`src/rtl/sw_debounce_bank.sv`:
```
// sw_debounce_bank: per-channel synchroniser, stability debouncer, edge pulses, toggle latch and auto-repeat
module sw_debounce_bank #(
  parameter int               WIDTH       = 16,
  parameter int               SYNC_STAGES = 2,
  parameter int               CNT_W       = 20,
  parameter int               STABLE_CNT  = 1000000,
  parameter logic [WIDTH-1:0] REP_MASK    = '0,
  parameter int               REP_DELAY   = 500000,
  parameter int               REP_PERIOD  = 100000
) (
  input  logic             CLK,
  input  logic             RSTN,
  input  logic [WIDTH-1:0] SW_IN,
  output logic [WIDTH-1:0] SW_OK,
  output logic [WIDTH-1:0] RISE,
  output logic [WIDTH-1:0] FALL,
  output logic [WIDTH-1:0] TOGGLE,
  output logic [WIDTH-1:0] REPEAT
);
  localparam logic [CNT_W-1:0] STB_LIM = CNT_W'(STABLE_CNT - 1);
  localparam logic [CNT_W-1:0] DLY_LIM = CNT_W'(REP_DELAY - 1);
  localparam logic [CNT_W-1:0] PER_LIM = CNT_W'(REP_PERIOD - 1);
  for (genvar i = 0; i < WIDTH; i++) begin : g_ch
    logic [SYNC_STAGES-1:0] sync_q, sync_d;
    logic [CNT_W-1:0]       cnt_q, cnt_d;
    logic                   ok_q, ok_d, rise_q, rise_d, fall_q, fall_d, tog_q, tog_d, s;
    // shift the raw level in, count consecutive disagreeing cycles and commit after STABLE_CNT
    always_comb begin
      sync_d = {sync_q[SYNC_STAGES-2:0], SW_IN[i]};
      s      = sync_q[SYNC_STAGES-1];
      cnt_d  = (s == ok_q || cnt_q == STB_LIM) ? '0 : cnt_q + 1'b1;
      ok_d   = (s != ok_q && cnt_q == STB_LIM) ? s : ok_q;
      rise_d = ok_d & ~ok_q;
      fall_d = ~ok_d & ok_q;
      tog_d  = tog_q ^ rise_d;
    end
    // channel state registers; pulses are registered alongside the level they announce
    always_ff @(posedge CLK or negedge RSTN) begin
      if (!RSTN) begin
        sync_q <= '0;
        cnt_q  <= '0;
        ok_q   <= 1'b0;
        rise_q <= 1'b0;
        fall_q <= 1'b0;
        tog_q  <= 1'b0;
      end else begin
        sync_q <= sync_d;
        cnt_q  <= cnt_d;
        ok_q   <= ok_d;
        rise_q <= rise_d;
        fall_q <= fall_d;
        tog_q  <= tog_d;
      end
    end
    assign SW_OK[i]  = ok_q;
    assign RISE[i]   = rise_q;
    assign FALL[i]   = fall_q;
    assign TOGGLE[i] = tog_q;
    if (REP_MASK[i]) begin : g_rep
      logic [CNT_W-1:0] rcnt_q, rcnt_d;
      logic             per_q, per_d, rep_q, rep_d, hold, hit;
      // count held cycles; first pulse after REP_DELAY, then every REP_PERIOD by restarting the count
      always_comb begin
        hold   = ok_q & ok_d;
        hit    = hold && (rcnt_q == (per_q ? PER_LIM : DLY_LIM));
        rcnt_d = (!hold || hit) ? '0 : rcnt_q + 1'b1;
        per_d  = hold & (per_q | hit);
        rep_d  = hit;
      end
      // repeat counter, phase flag and pulse registers
      always_ff @(posedge CLK or negedge RSTN) begin
        if (!RSTN) begin
          rcnt_q <= '0;
          per_q  <= 1'b0;
          rep_q  <= 1'b0;
        end else begin
          rcnt_q <= rcnt_d;
          per_q  <= per_d;
          rep_q  <= rep_d;
        end
      end
      assign REPEAT[i] = rep_q;
    end else begin : g_norep
      assign REPEAT[i] = 1'b0;
    end
  end
endmodule
```
`config.mk`:
```
export PLATFORM = sky130hd
export DESIGN_NAME = sw_debounce_bank
export DESIGN_NICKNAME = d
export VERILOG_FILES = /design/src/rtl/sw_debounce_bank.sv
export SDC_FILE = /design/constraint.sdc
export NUM_CORES = 1
export LEC_CHECK = 0
export CORE_AREA = 2 2 269 191
export CTS_BUF_LIST = sky130_fd_sc_hd__clkbuf_8
export DETAILED_ROUTE_END_ITERATION = 10
export DIE_AREA = 0 0 271 193
export PLACE_DENSITY_LB_ADDON = 0.08
export SLEW_MARGIN = 20
export SYNTH_ARGS = -nofsm -noshare
export SYNTH_HDL_FRONTEND = slang
export SYNTH_SLANG_ARGS = --single-unit
```
`constraint.sdc`:
```
create_clock -name CLK -period 2.2 [get_ports CLK]
set_clock_uncertainty 0.05 [all_clocks]
set_input_delay 0.44 -clock CLK [delete_from_list [all_inputs] [get_ports CLK]]
set_output_delay 0.44 -clock CLK [all_outputs]
set_load 0.1 [all_outputs]
```
==> results of run 1 <==
-- per-layer routing --
layer / GRT usage / vias to the layer above / wire [um]
met4: 0.04951 / 0 / 907
met1: 0.2207 / 6765 / 20090
met5: 0 / - / 0
li1: - / 7015 / -
met2: 0.2215 / 139 / 16170
met3: 0.04173 / 75 / 1473
-- cells in the mapped netlist, types with 3 or more instances --
cell type	number	area [sq um]
and3b_1	5	43.79
mux2_2	15	168.9
o31ai_1	19	142.6
and4_1	17	148.9
nor4_1	70	437.9
a31o_2	8	70.07
or4b_2	8	80.08
nand2_1	82	307.8
a21oi_1	66	330.3
nand2b_1	14	87.58
o21ai_0	44	220.2
nor4b_1	17	148.9
nand4b_1	5	43.79
buf_4	81	608.1
nor3_1	61	305.3
o31ai_2	3	37.54
or3_1	34	212.7
and3_1	37	231.5
xor2_1	98	858.3
nand3_1	106	530.5
xnor2_1	146	1279
nor4bb_1	7	70.07
ha_1	16	200.2
and2_1	15	93.84
inv_1	75	281.5
nor2_1	283	1062
clkbuf_1	28	105.1
or4_1	28	210.2
buf_2	5	25.02
nand4_1	91	569.3
mux2i_1	10	100.1
dfrtp_1	416	10410
nor3b_1	8	60.06
o21ai_1	7	35.03
-- power by group --
| part | total, mW | switching [mW] | internal [mW] |
|---|---|---|---|
| registers | 7.85 | 0.0946 | 7.76 |
| clock network | 7.58 | 3.20 | 4.38 |
| logic | 0.617 | 0.442 | 0.175 |
| total | 16.0 | 3.74 | 12.3 |
-- registers in the layout (all words and copies together) (netlist names) --
register / cells
g_ch.sync_q: 32
g_ch.tog_q: 16
g_ch.fall_q: 16
g_ch.cnt_q: 320
g_ch.ok_q: 16
g_ch.rise_q: 16
-- final cells by class --
type | instances | area (sq um) | area share
clock inverter | 29 | 180.2 | 0.007872
inverter | 75 | 281.5 | 0.01230
timing repair buffer | 167 | 1404 | 0.06134
clock buffer | 103 | 1418 | 0.06194
tap | 674 | 843.3 | 0.03684
sequential | 416 | 10410 | 0.4548
multi-input combinational | 1351 | 8352 | 0.3649
-- logic make-up after synthesis --
| logic type | synth area share |
|---|---|
| other | 0.0001904 |
| adders and majority gates | 0.01017 |
| and+or+nand+nor | 0.2409 |
| muxes | 0.01442 |
| DFF | 0.5287 |
| AOI/OAI and AO/OA | 0.04505 |
| buffers and inverters | 0.05204 |
| xor gates and xnor gates | 0.1085 |
-- worst max-delay path, cell delays in order, from the launching register on --
cell and delay (ps):
dfrtp_1 390, or4_1 520, or4_4 440, or3_4 400, mux2_4 300
-- worst paths after layout --
path | to | cells after the start | startpoint
worst max-delay path | g_ch[10].ok_q | 4 | g_ch[10].cnt_q[15]
worst min-delay path | g_ch[14].sync_q[0] | 1 | SW_IN[14]
worst max register to register | g_ch[10].ok_q | 4 | g_ch[10].cnt_q[15]
worst min register to register | g_ch[9].sync_q[1] | 0 | g_ch[9].sync_q[0]
max in group asynchronous | g_ch[15].cnt_q[18] | 3 | RSTN
min in group asynchronous | g_ch[9].cnt_q[17] | 2 | RSTN
-- stage by stage --
stage,power (mW),instances,setup TNS (ps)
2_1_floorplan,8.308,1957,0
3_3_place_gp,8.617,2681,0
3_5_place_dp,8.624,2681,-37.96
4_1_cts,16.45,2814,-46.89
5_1_grt,16.86,2815,-86.71
6_report,16.05,2815,-10.86
-- cells in the final DEF, fill, tap and decap left out, drive strengths merged, types with 5 or more instances in the layout --
| cell type | count |
|---|---|
| clkbuf | 103 |
| or4b | 8 |
| o31ai | 24 |
| clkinv | 9 |
| inv | 91 |
| xor2 | 98 |
| nand4 | 91 |
| and2 | 15 |
| mux2 | 16 |
| conb | 16 |
| and3 | 38 |
| or3 | 36 |
| nor3 | 61 |
| and4 | 17 |
| nor3b | 8 |
| nand3 | 107 |
| nor4 | 70 |
| nand4b | 5 |
| o21ai | 51 |
| nand2 | 82 |
| a21oi | 66 |
| clkdlybuf4s50 | 16 |
| nand2b | 14 |
| a31o | 8 |
| and3b | 5 |
| nor2 | 283 |
| or4 | 30 |
| buf | 150 |
| nor4bb | 7 |
| ha | 16 |
| dfrtp | 416 |
| xnor2 | 146 |
| mux2i | 10 |
| nor4b | 17 |
-- repair_timing --
action / CTS / global route
buffers inserted: 0 / 1
gates resized for setup: 0 / 4
pin swaps: 0 / 1
endpoints found under the setup margin: 1 / 6
hold buffers: 1 / 0
hold endpoints to repair: 84 / 0
==> metrics, run 1 <==
status=complete, but fails checks; failing checks=setup timing; fin util=0.4579; Post-synth top flop=dfrtp_1; CP Data Arrival Time=2680 ps; CTS tree=yes; Clk Latency, worst-skew pair=~640 ps; Core Area=0.04999 sq mm; Avg Vias per Cell=about 5.0; minimum clock period=approximately 2200 ps; Post-DP Area=about 0.021 sq mm; drt total wl=between 30 and 40 mm; first-pass GRT wire length=roughly 67 mm; Iteration-0 DRC Markers=roughly 730; Req. time, crit path=~2700 ps; DR pass1 iterations=4; Die Width=between 200 and 300 um; Synth cell types=47; Post-Place Setup Slack=-37.96 ps; Syn Area/Cell=slightly above 10 sq um; Layout fillers=~4,800; RSZ-0062 raised after global routing=yes; register bit count reported by yosys=416; register-to-register setup slack=-10 ps; synthesized area=about 0.020 sq mm; WL/cell=roughly 14 um; DRC Markers=0; n_diodes=0; vias in the first global route=13,600; worst rel slew slack=0.5954; Hold WS=slightly below 200 ps; # setup viols final=1; Die Area=between 0.05 and 0.06 sq mm; Clock transition at path regs=about 60 ps; Slew Limit Fails=0; CP Class=register to register; worst hold-check path type=primary input to register; IO buf count=~80; Top Ports=slightly below 100; starting density of the core=0.3939; Row Count=a little under 70; die height=between 150 and 200 um; CP endpoint kind=register; clk root buf=clkbuf_8; ANT nets after route=0; Final Hold Viols=0; max_cap viols=0; leak pwr=between 9 and 10 nW; asr flop ratio synth=1.000; Post-synth EDFFs=0; Slew @ Worst Pin=601.4 ps; CP Max Fanout=3; Area Overhead vs Synth=16.23%; Yosys Warn Count=0; Total GRT Usage=0.1527; fin crit share=1.005; largest net degree at the start of global routing=63; fraction of layout cells with a size suffix above 1=0.1485; Max Clk Rate=around 450 MHz; final net count=between 2,000 and 2,500; VDD IR max=slightly below 400 uV; remaining global-route overflow=0; vias=around 14,000; setup ws final=-10.86 ps; Cells after Synth=roughly 1,900; H-tree depth=3; GP Congestion=~0.8; dpl hpwl=25.89 mm; Clock Sinks=~420; CTS Buf Count=74; initial antenna violation count=0; CTS Buffer Depth=3; sequential share of the synthesized area=0.5287; design area=around 0.023 sq mm; Pwr per Cell Area=approximately 700 mW/mm^2; CP Launch Type=register
Note: power is estimated with default switching activity, not from simulation.
==> run 2: changes to the inputs <==
- CORE_AREA: 2 2 269 191 -> 2 2 254 181
- DIE_AREA: 0 0 271 193 -> 0 0 256 183
- GPL_TIMING_DRIVEN: default -> 0
- SLEW_MARGIN: 20 -> 30
==> run 2 against run 1 <==
  * The run now ends clean
  * Hold slack improved by 25 ps
  * Sequential power is essentially flat
  * Die area is 10% lower
  * Via count increased by 2.1%
  * First-iteration DRC count up 4.5%
  * Global-route usage is 1.4 points higher
  * Sequential share of layout area decreased by 0.57 points
  * Setup slack better by 31 ps
==> metrics, run 2 (synthesis gave the netlist of run 1 again) <==
status=finished clean; DR pass1 iterations=5 (+1); hold_sp=SW_IN[7]; most frequent cells in the layout=dfrtp_1 (415), nor2_1 (283), xnor2_1 (145); fin crit share=0.9907 (-0.01427); Largest register FFs=320 (unchanged); starting density of the core=0.4426 (+0.04871); CP Max Fanout=8 (+5); Largest regs=g_ch.cnt_q: 320 flops, g_ch.sync_q: 32 flops; clk root buf=clkbuf_8; CTS Buffer Depth=3 (unchanged); depth of the most critical reg-to-reg path=5 (+1); design area=0.02318 sq mm (+1.3%); r2r endpoint=g_ch[0].cnt_q[17]; Slew @ Worst Pin=670.7 ps (+69.28 ps); final net count=2,171 (+2.5%); ANT nets after route=0 (unchanged); Row Count=65 (-5.8%); Clk Latency, worst-skew pair=610 ps (-30 ps); GP Congestion=0.7868 (+1.2%); CTS Buf Count=70 (-5.4%); CTS tree=yes; CP Class=register to register; CP Launch Type=register; Req. time, crit path=2680 ps (about the same); Total GRT Usage=0.1671 (+0.01442); Die Width=256 um (-5.5%); die height=183 um (-5.2%); first-pass GRT wire length=66.64 mm (-0.44%); Slew Limit Fails=0 (unchanged); # setup viols final=0 (-1); largest net degree at the start of global routing=81 (+29%); Hold WS=218.4 ps (+25.44 ps); leak pwr=9.794 nW (+1.3%); Pwr per Cell Area=657.4 mW/mm^2 (-6.2%); Core Area=0.04449 sq mm (-11%); remaining global-route overflow=0 (unchanged); H-tree depth=3 (unchanged); reg-to-reg critical path startpoint=g_ch[0].cnt_q[3]; vias=14,280 (+2.1%); fin util=0.5211 (+0.06319); worst rel slew slack=0.5488 (-0.04661); Die Area=0.04685 sq mm (-10%); Hold Crit Endpoint=g_ch[7].sync_q[0]; fraction of layout cells with a size suffix above 1=0.1645 (+0.01600); Area Overhead vs Synth=17.72%; vias in the first global route=13,800 (+1.5%); initial antenna violation count=0 (unchanged); RSZ-0062 raised after global routing=yes; Layout fillers=4,054 (-15%); dpl hpwl=25.02 mm (-3.4%); VDD IR max=374.8 uV (-5.5%); CP Data Arrival Time=2660 ps (-20 ps); most common cell after layout, fill and taps aside=dfrtp_1; CP endpoint kind=register; Clock Sinks=416 (unchanged); Hold Path Stages=1 (unchanged); Post-DP Area=0.02146 sq mm (+0.95%); max_cap viols=0 (unchanged); cell count after placement=2,646 (-1.3%); n_diodes=0 (unchanged); setup ws final=20.52 ps (+31.38 ps); Iteration-0 DRC Markers=760 (+4.5%); WL/cell=13.60 um (-0.89%); Post-Place Setup Slack=-310.3 ps (-272.3 ps); Post-Layout Cell Count=2,785 (-1.1%); most flop-heavy register=g_ch.cnt_q; IO buf count=81 (unchanged); Max Clk Rate=458.8 MHz (+1.4%); drt total wl=37.89 mm (-1.9%); Top Ports=98 (unchanged); register-to-register setup slack=20 ps (+30 ps); Final Hold Viols=0 (unchanged); Clock transition at path regs=60 ps (about the same); worst hold-check path type=primary input to register; DRC Markers=0 (unchanged); Avg Vias per Cell=5.129 (+3.2%); minimum clock period=2179 ps (-31.38 ps)
-- run 2: cell count changes in the layout (fill, tap and decap cells not counted), moves of 12 or more --
| cell | before | now |
|---|---|---|
| buf_2 | 0 | 23 |
| buf_4 | 141 | 102 |
| clkbuf_1 | 0 | 14 |
| clkbuf_2 | 0 | 13 |
| clkbuf_8 | 103 | 91 |
| clkdlybuf4s15_2 | 0 | 40 |
-- run 2: through the flow --
stage | total power [mW] | setup TNS (ps)
detailed placement | 8.614 | -24900
global route | 16.02 | -150.7
global placement | 8.587 | -7576470
finish | 15.24 | 0
CTS | 15.54 | -104.4
floorplan | 8.308 | 0
-- run 2: area by class of cell --
class                           count  area, sq um  area share
Tap cell                          603        754.5     0.03255
Timing Repair Buffer              109         1095     0.04723
Multi-Input combinational cell   1351         8504      0.3669
Buffer                            114        762.0     0.03287
Clock buffer                       91         1252     0.05403
Sequential cell                   416        10410      0.4491
Inverter                           75        281.5     0.01214
Clock inverter                     26        120.1    0.005182
-- run 2: worst max path at each step --
| stage | from | to |
|---|---|---|
| final | g_ch[0].cnt_q[3] | g_ch[0].cnt_q[17] |
| after CTS | g_ch[10].cnt_q[13] | g_ch[10].ok_q |
| after detailed placement | g_ch[9].cnt_q[16] | g_ch[9].cnt_q[15] |
| after floorplan | g_ch[10].cnt_q[13] | g_ch[10].ok_q |
| after global routing | g_ch[0].cnt_q[6] | g_ch[0].cnt_q[17] |
| after global placement | RSTN | g_ch[8].cnt_q[7] |
-- run 2: worst max-delay path, stage by stage, from the launching register on --
cell,delay (ps)
dfrtp_1,400
nand3_2,170
or4_1,540
buf_2,170
or4b_2,620
a21oi_2,150
-- run 2: timing repair --
| item | in CTS | in global routing |
|---|---|---|
| endpoints found under the hold margin | 75 | 0 |
| setup buffers | 11 | 11 |
| hold buffers | 1 | 0 |
| resized for setup | 249 | 40 |
| pin swaps | 8 | 5 |
| endpoints found under the setup margin | 221 | 189 |
-- run 2: power breakdown --
group	total, mW	switching [mW]	internal (mW)
clock	6.74	3.05	3.69
combinational	0.649	0.453	0.196
sequential	7.85	0.0946	7.76
total	15.2	3.60	11.6
-- run 2: routing by layer --
layer | share of wire | GRT usage
met2 | 0.44 | 0.2475
met1 | 0.51 | 0.2448
met4 | 0.020 | 0.05333
met5 | 0 | 0
met3 | 0.038 | 0.03566
==> run 3: changes to the inputs <==
--- a/config.mk
+++ b/config.mk
@@ -13,3 +13,3 @@
 export PLACE_DENSITY_LB_ADDON = 0.08
-export SLEW_MARGIN = 30
+export SLEW_MARGIN = 20
 export SYNTH_ARGS = -nofsm -noshare
==> constraint.sdc (replaced) <==
create_clock -name CLK -period 2.2 [get_ports CLK]
set_clock_uncertainty 0.05 [all_clocks]
set_input_delay 0.33 -clock CLK [delete_from_list [all_inputs] [get_ports CLK]]
set_output_delay 0.33 -clock CLK [all_outputs]
set_load 0.1 [all_outputs]
==> run 3 against run 2 <==
  * Final cell count up 0.25%
  * Largest cell class unchanged
  * Sequential power about the same
  * Sequential share of layout area down 0.27 points
  * Register-to-register slack about the same
  * Total power down 0.41%
  * Clock-buffer cell count down 7
  * Combinational power about the same
  * Fmax up 0.13%
==> metrics, run 3 (synthesis gave the netlist of run 1 again) <==
n_diodes=0 (unchanged); CP Class=register to register; Pwr per Cell Area=650.6 mW/mm^2 (-1.0%); IO buf count=81 (unchanged); Final Hold Viols=0 (unchanged); Hold WS=107.4 ps (-110.9 ps); VDD IR max=360.7 uV (-3.8%); status=finished clean; first-pass GRT wire length=66.63 mm (about the same); fin util=0.5243 (+0.003263); hold_sp=SW_IN[10]; most common cell after layout, fill and taps aside=dfrtp_1; fraction of layout cells with a size suffix above 1=0.1699 (+0.005413); WL/cell=13.64 um (+0.24%); DRC Markers=0 (unchanged); setup ws final=23.41 ps (+2.883 ps); CP Launch Type=register; Avg Vias per Cell=5.128 (about the same); CTS Buf Count=71 (+1.4%); Core Area=0.04449 sq mm (unchanged); Die Area=0.04685 sq mm (unchanged); CTS tree=yes; worst rel slew slack=0.5436 (-0.005217); remaining global-route overflow=0 (unchanged); most flop-heavy register=g_ch.cnt_q; Total GRT Usage=0.1674 (+0.0002443); Clock Sinks=416 (unchanged); vias in the first global route=13,830 (+0.16%); Slowest-stage cell, CP=or4b_2; largest net degree at the start of global routing=95 (+17%); GP Congestion=0.7868 (unchanged); CP Data Arrival Time=2660 ps (about the same); Req. time, crit path=2680 ps (about the same); most frequent cells in the layout=dfrtp_1 (414), nor2_1 (283), xnor2_1 (145); Layout fillers=4,084 (+0.74%); Max Clk Rate=459.4 MHz (+0.13%); CP Max Fanout=8 (unchanged); leak pwr=9.762 nW (-0.33%); depth of the most critical reg-to-reg path=5 (unchanged); die height=183 um (unchanged); Largest regs=g_ch.cnt_q: 320 flops, g_ch.sync_q: 32 flops; H-tree depth=3 (unchanged); Crit. Startpoint=g_ch[0].cnt_q[8]; RSZ-0062 raised after global routing=yes; cell family with most CP delay=simple AND/OR/NAND/NOR gates; Row Count=65 (unchanged); dpl hpwl=25.04 mm (about the same); Largest register FFs=320 (unchanged); worst path cell trace=nand4_1 -> or4_1 -> buf_2 -> or4b_2 -> a21oi_2; fin crit share=0.9894 (-0.001310); # setup viols final=0 (unchanged); slowest stage delay, CP=620 ps (about the same); max_cap viols=0 (unchanged); CTS Buffer Depth=3 (unchanged); clk root buf=clkbuf_8; Post-Place Setup Slack=-301.1 ps (+9.174 ps); Hold Path Stages=1 (unchanged); starting density of the core=0.4426 (unchanged); final setup TNS=0 ps (unchanged); Area Overhead vs Synth=18.46%; final net count=2,176 (+0.23%); Iteration-0 DRC Markers=851 (+12%); initial antenna violation count=0 (unchanged); CP endpoint kind=register; Top Ports=98 (unchanged); Die Width=256 um (unchanged); Crit path buffers/inverters=1 (unchanged); Critical Path Stages=5 (unchanged); ANT nets after route=0 (unchanged); drt total wl=38.08 mm (+0.50%); Slew @ Worst Pin=678.4 ps (+7.754 ps); Slew Limit Fails=0 (unchanged); minimum clock period=2177 ps (-2.883 ps); reg-to-reg critical path startpoint=g_ch[0].cnt_q[8]; DR pass1 iterations=5 (unchanged); Clock transition at path regs=60 ps (about the same); Tot Pwr=15.18 mW (-0.41%); Clk Latency, worst-skew pair=600 ps (about the same); vias=14,320 (+0.25%); worst hold-check path type=primary input to register
run 3: changes by cell type in the layout (fill, tap and decap cells not counted), moves of 4 or more:
cell,change
clkbuf_8,-7
buf_4,+6
clkdlybuf4s18_2,-4
clkdlybuf4s15_2,+23
clkinvlp_4,+4
buf_2,-18
clkinv_2,+10
run 3: routing by layer:
layer / part of all wire / vias to the layer above / track usage
met4: 0.019 / 0 / 0.05076
li1: - / 7130 / -
met3: 0.036 / 63 / 0.03400
met2: 0.43 / 179 / 0.2502
met5: 0 / - / 0
met1: 0.51 / 6946 / 0.2454
run 3: path summary, 6_finish.rpt:
check | to | slack [ps]
worst max-delay path | g_ch[0].cnt_q[17] | 20
worst min-delay path | g_ch[10].sync_q[0] | 110
worst max register to register | g_ch[0].cnt_q[17] | 20
worst min register to register | g_ch[3].sync_q[1] | 300
max in group asynchronous | g_ch[8].cnt_q[10] | 530
min in group asynchronous | g_ch[12].fall_q | 150
run 3: what timing repair did:
item                                    4_1_cts  5_1_grt
endpoints found under the hold margin       204        0
gates resized for setup                     218       40
buffers inserted                             12       14
endpoints found under the setup margin      219      131
hold buffers                                  1        0
pin swaps                                     8        4
run 3: metrics by stage:
step                std cells  area [sq um]
global route             2792         23330
CTS                      2778         23080
finish                   2792         23330
detailed placement       2646         21460
floorplan                1957         19750
global placement         2641         21310
run 3: power by group:
| part | leakage (nW) | internal, mW | total [mW] | switching, mW |
|---|---|---|---|---|
| logic | 3.31 | 0.195 | 0.646 | 0.451 |
| clock network | 0.760 | 3.58 | 6.68 | 3.10 |
| registers | 5.70 | 7.76 | 7.85 | 0.0959 |
run 3: cell type report:
cell class | instances | area [sq um] | area share
clock inverter | 36 | 196.4 | 0.008421
buffer | 114 | 765.7 | 0.03283
multi-input combinational | 1351 | 8522 | 0.3653
tap | 603 | 754.5 | 0.03234
sequential | 416 | 10410 | 0.4464
clock buffer | 84 | 1156 | 0.04956
inverter | 75 | 281.5 | 0.01207
timing repair buffer | 113 | 1237 | 0.05305
